### config.mk
export PLATFORM = sky130hd
export DESIGN_NAME = fetch_queue
export DESIGN_NICKNAME = d
export VERILOG_FILES = /design/src/rtl/fetch_queue.sv
export SDC_FILE = /design/constraint.sdc
export NUM_CORES = 1
export LEC_CHECK = 0
export CORE_MARGIN = 4
export CORE_UTILIZATION = 52
export CTS_BUF_LIST = sky130_fd_sc_hd__clkbuf_2
export DETAILED_ROUTE_END_ITERATION = 10
export PLACE_DENSITY = 0.88
export SYNTH_ARGS = -nofsm -noshare
export SYNTH_HDL_FRONTEND = slang
export SYNTH_SLANG_ARGS = --single-unit
### constraint.sdc
create_clock -name clock -period 4.5 [get_ports clock]
set_input_delay 0.45 -clock clock [delete_from_list [all_inputs] [get_ports clock]]
set_output_delay 0.45 -clock clock [all_outputs]
set_load 0.01 [all_outputs]
### src/rtl/fetch_queue.sv
// fetch_queue: in-order instruction fetch buffer between fetch_block and decode.
// Accepts the fetch PC, issues word-aligned instruction-memory requests,
// buffers up to DEPTH outstanding or returned instructions with their PCs,
// and presents them to decode through a valid/ready handshake. A flush
// discards every buffered entry and every response still in flight.
//
// Ports:
//   clock, reset          - single clock; synchronous active-high reset
//   fetch_pc/fetch_accept - PC from fetch_block / PC consumed this cycle
//   imem_req_*            - request channel (valid/ready/addr)
//   imem_resp_*           - response channel (always accepted, in order)
//   flush                 - redirect; drop all state and in-flight responses
//   dec_*                 - head instruction, PC and fault flag to decode
module fetch_queue #(
  parameter int unsigned DEPTH = 4,
  parameter int unsigned XLEN  = 32
) (
  input  logic            clock,
  input  logic            reset,
  input  logic [XLEN-1:0] fetch_pc,
  output logic            fetch_accept,
  output logic            imem_req_valid,
  input  logic            imem_req_ready,
  output logic [XLEN-1:0] imem_req_addr,
  input  logic            imem_resp_valid,
  input  logic [XLEN-1:0] imem_resp_data,
  input  logic            imem_resp_err,
  input  logic            flush,
  output logic            dec_valid,
  input  logic            dec_ready,
  output logic [XLEN-1:0] dec_instr,
  output logic [XLEN-1:0] dec_pc,
  output logic            dec_fault
);

  localparam int unsigned PW = $clog2(DEPTH);
  localparam int unsigned CW = PW + 1;
  // One extra bit: a second flush while old responses are still being
  // drained can push the pending-drop total past DEPTH.
  localparam int unsigned DW = PW + 2;

  logic [XLEN-1:0]  pc_q    [DEPTH];
  logic [XLEN-1:0]  pc_d    [DEPTH];
  logic [XLEN-1:0]  instr_q [DEPTH];
  logic [XLEN-1:0]  instr_d [DEPTH];
  logic [DEPTH-1:0] filled_q, filled_d;
  logic [DEPTH-1:0] fault_q,  fault_d;

  logic [PW-1:0] alloc_ptr_q, alloc_ptr_d;
  logic [PW-1:0] fill_ptr_q,  fill_ptr_d;
  logic [PW-1:0] head_ptr_q,  head_ptr_d;
  logic [CW-1:0] count_q,     count_d;
  logic [DW-1:0] drop_cnt_q,  drop_cnt_d;

  logic [CW-1:0] filled_cnt;
  logic [CW-1:0] unfilled_cnt;
  logic [DW-1:0] drop_sum;
  logic          do_alloc, do_pop, resp_drop, resp_fill;

  // Request side uses the registered count, so a full queue cannot allocate
  // in the same cycle it pops.
  assign imem_req_valid = !reset && !flush && (count_q < CW'(DEPTH));
  assign imem_req_addr  = {fetch_pc[XLEN-1:2], 2'b00};
  assign fetch_accept   = imem_req_valid && imem_req_ready;

  assign dec_valid = !reset && !flush && (count_q != '0) && filled_q[head_ptr_q];
  assign dec_instr = reset ? '0 : instr_q[head_ptr_q];
  assign dec_pc    = reset ? '0 : pc_q[head_ptr_q];
  assign dec_fault = reset ? 1'b0 : fault_q[head_ptr_q];

  // Filled bits are only ever set on live entries, so count minus the
  // popcount gives the requests still awaiting a response, even when full.
  always_comb begin
    filled_cnt = '0;
    for (int unsigned i = 0; i < DEPTH; i++) begin
      filled_cnt = filled_cnt + CW'(filled_q[i]);
    end
    unfilled_cnt = count_q - filled_cnt;
    drop_sum     = drop_cnt_q + DW'(unfilled_cnt);
  end

  always_comb begin
    pc_d        = pc_q;
    instr_d     = instr_q;
    filled_d    = filled_q;
    fault_d     = fault_q;
    alloc_ptr_d = alloc_ptr_q;
    fill_ptr_d  = fill_ptr_q;
    head_ptr_d  = head_ptr_q;
    count_d     = count_q;
    drop_cnt_d  = drop_cnt_q;

    do_alloc  = fetch_accept;
    do_pop    = dec_valid && dec_ready;
    resp_drop = imem_resp_valid && (drop_cnt_q != '0);
    resp_fill = imem_resp_valid && (drop_cnt_q == '0) && (unfilled_cnt != '0);

    if (flush) begin
      alloc_ptr_d = '0;
      fill_ptr_d  = '0;
      head_ptr_d  = '0;
      count_d     = '0;
      filled_d    = '0;
      // Everything requested but not yet returned must be discarded later;
      // a response arriving right now is one of those and is consumed here.
      if (imem_resp_valid && (drop_sum != '0)) begin
        drop_cnt_d = drop_sum - DW'(1);
      end else begin
        drop_cnt_d = drop_sum;
      end
    end else begin
      if (do_alloc) begin
        pc_d[alloc_ptr_q]     = fetch_pc;
        filled_d[alloc_ptr_q] = 1'b0;
        fault_d[alloc_ptr_q]  = (fetch_pc[1:0] != 2'b00);
        alloc_ptr_d           = alloc_ptr_q + PW'(1);
      end
      if (resp_drop) begin
        drop_cnt_d = drop_cnt_q - DW'(1);
      end
      if (resp_fill) begin
        instr_d[fill_ptr_q]  = imem_resp_data;
        fault_d[fill_ptr_q]  = fault_q[fill_ptr_q] | imem_resp_err;
        filled_d[fill_ptr_q] = 1'b1;
        fill_ptr_d           = fill_ptr_q + PW'(1);
      end
      if (do_pop) begin
        filled_d[head_ptr_q] = 1'b0;
        head_ptr_d           = head_ptr_q + PW'(1);
      end
      count_d = count_q + CW'(do_alloc) - CW'(do_pop);
    end
  end

  always_ff @(posedge clock) begin
    if (reset) begin
      for (int unsigned i = 0; i < DEPTH; i++) begin
        pc_q[i]    <= '0;
        instr_q[i] <= '0;
      end
      filled_q    <= '0;
      fault_q     <= '0;
      alloc_ptr_q <= '0;
      fill_ptr_q  <= '0;
      head_ptr_q  <= '0;
      count_q     <= '0;
      drop_cnt_q  <= '0;
    end else begin
      pc_q        <= pc_d;
      instr_q     <= instr_d;
      filled_q    <= filled_d;
      fault_q     <= fault_d;
      alloc_ptr_q <= alloc_ptr_d;
      fill_ptr_q  <= fill_ptr_d;
      head_ptr_q  <= head_ptr_d;
      count_q     <= count_d;
      drop_cnt_q  <= drop_cnt_d;
    end
  end

  // A response with nothing outstanding and nothing to drop is a memory-side
  // protocol violation; the RTL ignores it.
  always_ff @(posedge clock) begin
    assert (reset || !imem_resp_valid || (drop_cnt_q != '0) || (unfilled_cnt != '0))
      else $error("fetch_queue: unexpected imem response");
  end

endmodule

### Word-level counts from Yosys, hierarchy flattened

Cells that the tools add are included.

| storage, ports and cells | value |
|---|---|
| bits in registers | 277 |
| input port bits | 71 |
| output and inout bits | 100 |
| word-level logic and storage cells | 116 |

| cells by class | value |
|---|---|
| add/sub/neg operators | 12 |
| order comparisons | 12 |
| multiplexer cells | 40 |
| bitwise operators | 10 |
| reduce and logical (&&, ||, !) cells | 27 |

Operators with widths:

| operator | number |
|---|---|
| 128-bit bitwise mux | 2 |
| 32-bit two-way mux | 8 |
| 32-bit binary-select mux with 2-bit select | 2 |
| 32-bit demux with 2-bit select | 2 |
| 4-bit two-way mux | 11 |
| 1-bit logical AND | 15 |
| 3-bit greater-or-equal comparator (second input constant) | 3 |
| 2-bit by 3-bit less-than comparator with 1-bit output (second input constant) | 3 |
| 2-bit inverter with 3-bit output | 3 |
| 4-bit AND | 2 |
| 4-bit bitwise mux | 2 |
| 4-bit inverter | 2 |
| 4-bit nonzero test | 2 |
| 4-bit by 1-bit subtractor with 4-bit output (second input constant) | 2 |
| 1-bit two-way mux | 7 |
| 2-bit by 1-bit adder with 2-bit output (second input constant) | 3 |
| 3-bit by 1-bit adder with 3-bit output | 2 |
| 1-bit binary-select mux with 2-bit select | 3 |
| 1-bit demux with 2-bit select | 3 |
| 2-bit by 1-bit greater-or-equal comparator with 1-bit output (second input constant) | 3 |
| 3-bit by 1-bit less-than comparator with 1-bit output (second input constant) | 2 |
| 3-bit nonzero test | 2 |
| 4-bit by 3-bit adder with 4-bit output | 1 |
| 4-bit zero test | 1 |
| other kinds (12) | 15 |

### Depth between registers and ports, before layout

Gate-level depths: netlist of run 1.

| depth | value |
|---|---|
| depth in word-level cells | 13 |
| mapped depth | 15 |
| depth with buffers taken out | 15 |

### Worst setup path after synthesis of run 1

OpenSTA, ideal clock, no wires.

| timing path | value |
|---|---|
| kind | flip-flop to flip-flop |
| start point | register filled_q[1] |
| end point | register drop_cnt_q[1] |
| library setup time | 91 ps |
| data arrival time | 4348 ps |
| data required time | 4409 ps |
| path slack | 61 ps |
| stages on the path, launching flop included | 16 |
| buffers on the path | 0 |
| period minus slack after synthesis | 4439 ps |
| cells stage by stage | dfxtp_1 -> fa_1 -> fa_1 -> fa_1 -> inv_1 -> ha_1 -> nor2_1 -> fa_1 -> inv_1 -> fa_1 -> inv_1 -> ha_1 -> nor2b_1 -> and4b_1 -> or4_1 -> a311oi_1 |

| on the way | value |
|---|---|
| longest elaborated chain between the ends | 9 |
| elaborated cells between the ends (all ways) | 10 |
| those cells by class | add/sub (6); mux (2); reduce/logical (2) |

RTL lines:

| item | line | text |
|---|---|---|
| start, declared | 46 | `logic [DEPTH-1:0] filled_q, filled_d;` |
| start signal, assigned | 151 | `filled_q <= filled_d;` |
| 1-bit by 1-bit adder with 2-bit output (*) | 76 | `filled_cnt = filled_cnt + CW'(filled_q[i]);` |
| 2-bit by 1-bit adder with 3-bit output (*) | 76 |  |
| 3-bit by 1-bit adder with 3-bit output (*) | 76 |  |
| 3-bit subtractor (*) | 78 | `unfilled_cnt = count_q - filled_cnt;` |
| 4-bit by 3-bit adder with 4-bit output (*) | 79 | `drop_sum = drop_cnt_q + DW'(unfilled_cnt);` |
| parallel branches: the longest is 2 deep, another holds 4-bit by 1-bit subtractor with 4-bit output | -- |  |
| 4-bit two-way mux (*) | 106 | `if (imem_resp_valid && (drop_sum != '0)) begin` |
| 4-bit two-way mux (*) | 98 | `if (flush) begin` |
| end signal, assigned | 157 | `drop_cnt_q <= drop_cnt_d;` |
| end, declared | 53 | `logic [DW-1:0] drop_cnt_q, drop_cnt_d;` |

Every way passes the cells marked *.
A chain may end at the register's enable or synchronous reset.

### Worst setup path in the final report of run 1

Same ends and word-level chain as after synthesis.

==> flow_metrics.py, run 1 <==
metrics = {
    "sta": {
        "rsz0062_at_grt": "true",
        "timing.slew.headroom_pct": 49.6,
        "fin_ws_ps": -12.4,
        "worst_pin_slew_ps": 757,
        "fin_worst_skew_ps": 86.0,
        "setup_viol": 1,
        "fin_setup_tns_ps": -12.4,
        "min_period_ps": 4510,
        "hold_viol_final": 0,
        "slew_viol_final": 0,
        "fmax_mhz": 222,
        "period_share_pct": 100,
    },
    "synth": {
        "synth_area_leaders": "dfxtp_1 43%, mux4_2 12%, mux2i_1 10%, nand2_1 7.6%, a21oi_1 5.1%",
        "ys_seq_area_share_pct": 42.6,
        "yosys_warnings": 0,
        "ys_ff_latch": 277,
        "synth_ff_type": "dfxtp_1",
        "synth_common_cells": "277 x dfxtp_1, 263 x nand2_1, 141 x nor2_1",
        "synth_edf_count": 0,
        "netlist.top_cell.by_area": "dfxtp_1",
        "postSynthCellCount": 1340,
        "async_flop_share_pct": 0,
        "syn-cell-area_mm2": 0.0130,
        "synth.most_common_cell": "dfxtp_1",
        "ys_types": 50,
        "synth_top_area_share_pct": 42.6,
        "avgSynthCellArea_um2": 9.72,
    },
    "min_path": {
        "hold_class": "input port to flip-flop",
        "hold_depth": 2,
        "hp-start": "reset",
    },
    "detailed_routing": {
        "drt_iter0_drc": 794,
        "wirelength_um": 30700,
        "vias": 10100,
        "routed_via_density": 5.48,
        "wl_per_cell_um": 16.6,
        "postRouteAntennaNets": 0,
        "drc": 0,
        "dr.pass1.iters": 5,
    },
    "global_routing": {
        "grtUsageMet3_pct": 6.07,
        "grt_max_degree": 141,
        "grt_pass1_wl_um": 50200,
        "use_met2_pct": 37.5,
        "overflow": 0,
        "top_usage_layer": "met2",
        "grt_usage_pct": 21.4,
        "grtUsageMet1_pct": 25.8,
        "grt_pass1_vias": 10400,
        "antenna_found_initial": 1,
    },
    "clock_tree": {
        "cts_buffer_depth": 3,
        "htree_levels": 3,
        "clock_sinks": 277,
        "clk_pin_slew_worst_paths_ps": 100,
        "root_buffer": "clkbuf_2",
        "cts_tree": "yes",
        "cts_buffers": 71,
        "clk_latency_ps": 820,
    },
    "final_layout": {
        "drive_above_1_share_pct": 16.0,
        "multi_input_area_mm2": 0.00663,
        "area_delta_synth_final_pct": 17.4,
        "finalNonFillerCells": 1846,
        "nFillCells": 1973,
        "nets": 1577,
        "final-seq-area_mm2": 0.00556,
        "final_util_pct": 62.5,
        "antennaDiodeCount": 0,
    },
    "power": {
        "power-per-cell-area_mw_per_mm2": 299,
        "peakVddDrop_mv": 0.188,
        "power.leakage_nw": 6.32,
        "power_mw": 4.58,
    },
    "critical_path": {
        "reg2reg_from": "filled_q[1]",
        "cpPeakStageDelay_ps": 550,
        "endpoint_kind": "flip-flop",
        "ff2ff_path_depth": 14,
        "cp-start-kind": "flip-flop",
        "r2r_setup_slack_ps": -10,
        "critPathMaxFanout": 3,
        "worstPathRequired_ps": 5220,
        "setup.worst_path.start": "filled_q[1]",
        "cpMaxStageDelayCell": "fa_1",
        "cpMostUsedCell": "fa_1",
        "critPathArrivalTime_ps": 5240,
        "path_class": "flip-flop to flip-flop",
        "crit_chain": "fa_1 -> fa_1 -> fa_1 -> ha_2 -> nor2_2 -> fa_1 -> inv_2 -> fa_1 -> inv_1 -> ha_2 -> nor2b_4 -> and4b_1 -> or4_4 -> a311oi_2",
    },
    "floorplanning": {
        "dieArea_mm2": 0.0276,
        "die_w_um": 166,
        "coreArea_mm2": 0.0245,
        "start_util_pct": 53.2,
        "pin_count": 171,
        "core.rowCount": 57,
        "die_y_um": 166,
    },
    "placed_design": {
        "port_buffers": 168,
        "dp_hpwl_um": 18900,
        "dp_worst_setup_slack_ps": -81.5,
        "place.gp.congestion": 0.774,
        "placed_cells": 1724,
    },
    "run_status": {
        "violations": "setup timing",
        "status": "complete, but fails checks",
    },
    "flow_run": {
        "max_cap_violations": 0,
    },
}
## power by group
group / internal [mW] / switching, mW / leakage [nW]
clock: 0.727 / 0.995 / 0.489
sequential: 2.47 / 0.0178 / 2.24
combinational: 0.174 / 0.194 / 3.59
## critical path: cells and delay by family (launching register included)
kind	cells	cell delay [ps]
AND/OR/NAND/NOR	4	820
adder cells (fa/ha/maj)	7	2930
flip-flops	1	340
AO/OA/AOI/OAI	1	270
buffers and inverters	2	110
## placed cells by master, fill, tap and decap left out, types with 5 or more instances in the layout
cell type / netlist / routed
nor2_1: 141 / 140
nand3_1: 10 / 10
clkdlybuf4s50_1: 0 / 167
nand2_1: 263 / 263
a21oi_1: 134 / 133
mux4_2: 67 / 67
mux2i_1: 130 / 130
clkbuf_2: 0 / 103
a21oi_2: 4 / 5
buf_12: 0 / 6
and2_1: 6 / 6
inv_1: 18 / 16
fa_1: 7 / 7
clkinv_1: 0 / 5
dfxtp_1: 277 / 273
ha_1: 22 / 19
nor2b_1: 67 / 66
xnor2_1: 5 / 5
buf_4: 40 / 22
## final timing paths
path / endpoint
max reg2reg: drop_cnt_q[1]
max: drop_cnt_q[1]
min: instr_q[71]
min reg2reg: pc_q[1]
## kinds of logic (layout without fill, tap and decap cells)
| family | count (synthesis) | after routing | share of synthesized area [%] |
|---|---|---|---|
| AND/OR/NAND/NOR | 507 | 507 | 17.0 |
| flip-flops | 277 | 277 | 42.6 |
| multiplexers | 197 | 197 | 21.6 |
| AO/OA/AOI/OAI | 168 | 168 | 8.00 |
| buffers and inverters | 153 | 334 | 6.99 |
| adder cells (fa/ha/maj) | 29 | 29 | 3.19 |
| XOR/XNOR | 8 | 8 | 0.653 |
| other | 1 | 2 | 0.0288 |
## flip-flops by register name, indices dropped and copies added (netlist names)
signal,flops
pc_q,128
fill_ptr_q,2
alloc_ptr_q,2
fault_q,4
head_ptr_q,2
count_q,3
drop_cnt_q,4
filled_q,4
instr_q,128
## repair_timing
action	in CTS	in global routing
setup buffers	2	2
hold buffers	0	0
resized for setup	6	9
setup endpoints to repair	2	3
pin swaps	8	6
## per-stage QoR
stage | hold WS [ps] | cell area [um2]
floorplan | 433 | 13000
global placement | 438 | 14500
detailed placement | 445 | 14500
CTS | 87.8 | 15200
global route | 120 | 15300
finish | 182 | 15300
## cell type report
| cell class | count | share of cell area (%) |
|---|---|---|
| Clock inverter | 15 | 0.860 |
| Inverter | 20 | 0.508 |
| Tap cell | 324 | 2.65 |
| Timing Repair Buffer | 196 | 12.9 |
| Multi-Input combinational cell | 911 | 43.4 |
| Sequential cell | 277 | 36.3 |
| Clock buffer | 103 | 3.37 |
## routing by layer
| metal | share of wire, % | wire (um) | vias up |
|---|---|---|---|
| li1 | - | - | 4821 |
| met1 | 40 | 12200 | 4868 |
| met2 | 51 | 15500 | 387 |
| met3 | 8.5 | 2600 | 39 |
| met4 | 1.2 | 375 | 2 |
| met5 | 0.042 | 13 | - |
No activity file was read; power rests on OpenSTA's default activity.
==> inputs of run 2 (changes only) <==
- CAP_MARGIN: unset -> 20
==> results of run 2 <==
Final layout, timing and power as in run 1 (identical DEF).
==> inputs of run 3 (changes only) <==
- CORE_MARGIN: 4 -> 8
- GPL_TIMING_DRIVEN: unset -> 0
==> run 3 against run 2 <==
Against the previous run:
- the flow still finishes with violations (setup timing)
- critical path type unchanged
- fmax fell by 1.9%
- combinational power up 19%
- clock power is essentially flat
- cell count rose by 7.2%
- non-clock buffer count increased by 118
- utilization is 1.6 points higher
- first-iteration DRC count rose by 7.4%
==> flow_metrics.py, run 3 (synthesized netlist as in run 1, its figures left out) <==
metrics = {
    "run_status": {
        "status": "complete, but fails checks",
        "violations": "setup timing",
    },
    "min_path": {
        "hold_class": "input port to flip-flop",
    },
    "global_routing": {
        "grt_pass1_wl_um": 57600,
        "grt_pass1_vias": 11600,
        "antenna_found_initial": 4,
        "overflow": 0,
        "grt_max_degree": 12,
        "grt_usage_pct": 23.1,
    },
    "clock_tree": {
        "clock_sinks": 277,
        "cts_buffer_depth": 3,
        "cts_hold_buf": 0,
        "cts_tree": "yes",
        "clk_latency_ps": 870,
        "root_buffer": "clkbuf_2",
        "cts_buffers": 72,
        "clk_pin_slew_worst_paths_ps": 120,
        "htree_levels": 3,
    },
    "final_layout": {
        "area_delta_synth_final_pct": 22.6,
        "mostFrequentLayoutCell": "dfxtp_1",
        "final-seq-area_mm2": 0.00555,
        "top_regs": "instr_q (128), pc_q (128)",
        "nets": 1696,
        "layout_common_cells": "273 x dfxtp_1, 263 x nand2_1, 167 x clkdlybuf4s50_1",
        "nFillCells": 1897,
        "multi_input_area_mm2": 0.00667,
        "drive_above_1_share_pct": 18.6,
        "final_util_pct": 64.1,
    },
    "critical_path": {
        "cpPeakStageDelay_ps": 620,
        "critPathArrivalTime_ps": 5310,
        "critPathMaxFanout": 4,
        "crit_chain": "fa_1 -> fa_1 -> fa_2 -> ha_4 -> nor2_2 -> fa_1 -> inv_2 -> fa_1 -> inv_2 -> ha_4 -> nor2b_4 -> and4b_1 -> or4_4 -> a311oi_2",
        "path_class": "flip-flop to flip-flop",
        "cpMaxStageDelayCell": "fa_2",
        "crit_family": "adder cells",
        "cp.buffers_inverters": 2,
        "cp-start-kind": "flip-flop",
        "worstPathRequired_ps": 5210,
        "cpMostUsedCell": "fa_1",
        "endpoint_kind": "flip-flop",
    },
    "placed_design": {
        "place.gp.congestion": 0.883,
        "port_buffers": 167,
        "dp_hpwl_um": 24900,
    },
    "power": {
        "peakVddDrop_mv": 0.248,
        "power.leakage_nw": 6.69,
        "power-per-cell-area_mw_per_mm2": 290,
    },
    "floorplanning": {
        "die_y_um": 174,
        "coreArea_mm2": 0.0249,
        "dieArea_mm2": 0.0304,
        "die_w_um": 174,
        "start_util_pct": 52.3,
        "core.rowCount": 58,
        "pin_count": 171,
    },
    "detailed_routing": {
        "wirelength_um": 35900,
        "vias": 10900,
        "routed_via_density": 5.50,
        "postRouteAntennaNets": 0,
        "dr.pass1.iters": 8,
        "drt_iter0_drc": 853,
        "drc": 0,
        "wl_per_cell_um": 18.1,
    },
    "sta": {
        "hold_ws_ps": 147,
        "setup_viol": 2,
        "rsz0062_at_grt": "true",
        "timing.slew.headroom_pct": 50.9,
        "min_period_ps": 4600,
        "hold_viol_final": 0,
        "period_share_pct": 102,
        "fin_worst_skew_ps": 67.5,
        "slew_viol_final": 0,
        "worst_pin_slew_ps": 737,
        "fmax_mhz": 217,
        "fin_ws_ps": -98.0,
    },
    "flow_run": {
        "max_cap_violations": 0,
    },
}
-- run 3: tightest hold or removal path: stages --
cell and delay, ps:
buf_2 180, nor2_1 150, and2_1 130
-- run 3: through the flow --
stage / TNS (ps) / worst slack (ps) / power, mW / instance area, um2 / instances
6_report: -192 / -98.0 / 4.63 / 16000 / 1979
5_1_grt: -601 / -249 / 4.83 / 16000 / 1979
4_1_cts: -460 / -212 / 4.62 / 15900 / 1977
3_5_place_dp: -574 / -247 / 2.94 / 15100 / 1838
3_3_place_gp: -225 / -116 / 2.93 / 15100 / 1838
2_1_floorplan: 0 / 61.4 / 2.74 / 13000 / 1341
-- run 3: where the power goes --
part,leakage (nW),internal (mW),switching [mW]
Sequential,2.24,2.47,0.0174
Clock,0.479,0.650,1.06
Combinational,3.98,0.207,0.231
-- run 3: path summary, 6_finish.rpt --
| check | start | endpoint | slack, ps | depth (start not counted) |
|---|---|---|---|---|
| max | filled_q[3] | drop_cnt_q[1] | -100 | 14 |
| min | reset | count_q[0] | 150 | 3 |
| min reg2reg | pc_q[56] | pc_q[56] | 460 | 2 |
| max reg2reg | filled_q[3] | drop_cnt_q[1] | -100 | 14 |
-- run 3: layer usage --
metal  wire, um  up-vias  GRT usage, %
met4       1010        4          9.80
li1           -     5049             -
met2      17700      485          39.4
met3       3240      101          6.55
met1      13900     5240          26.7
met5         22        -             0
-- run 3: final cells by class --
cell class	instances	share of cell area [%]
tap	330	2.59
antenna	1	0.0157
multi-input combinational	911	41.8
buffer	133	5.22
sequential	277	34.8
clock inverter	29	0.949
clock buffer	97	3.04
inverter	20	0.486
timing repair buffer	181	11.1
-- run 3: repair_timing --
item	in CTS	in global routing
setup buffers	13	1
gates cloned	0	0
pin swaps	9	10
endpoints found under the setup margin	3	11
resized for setup	7	18
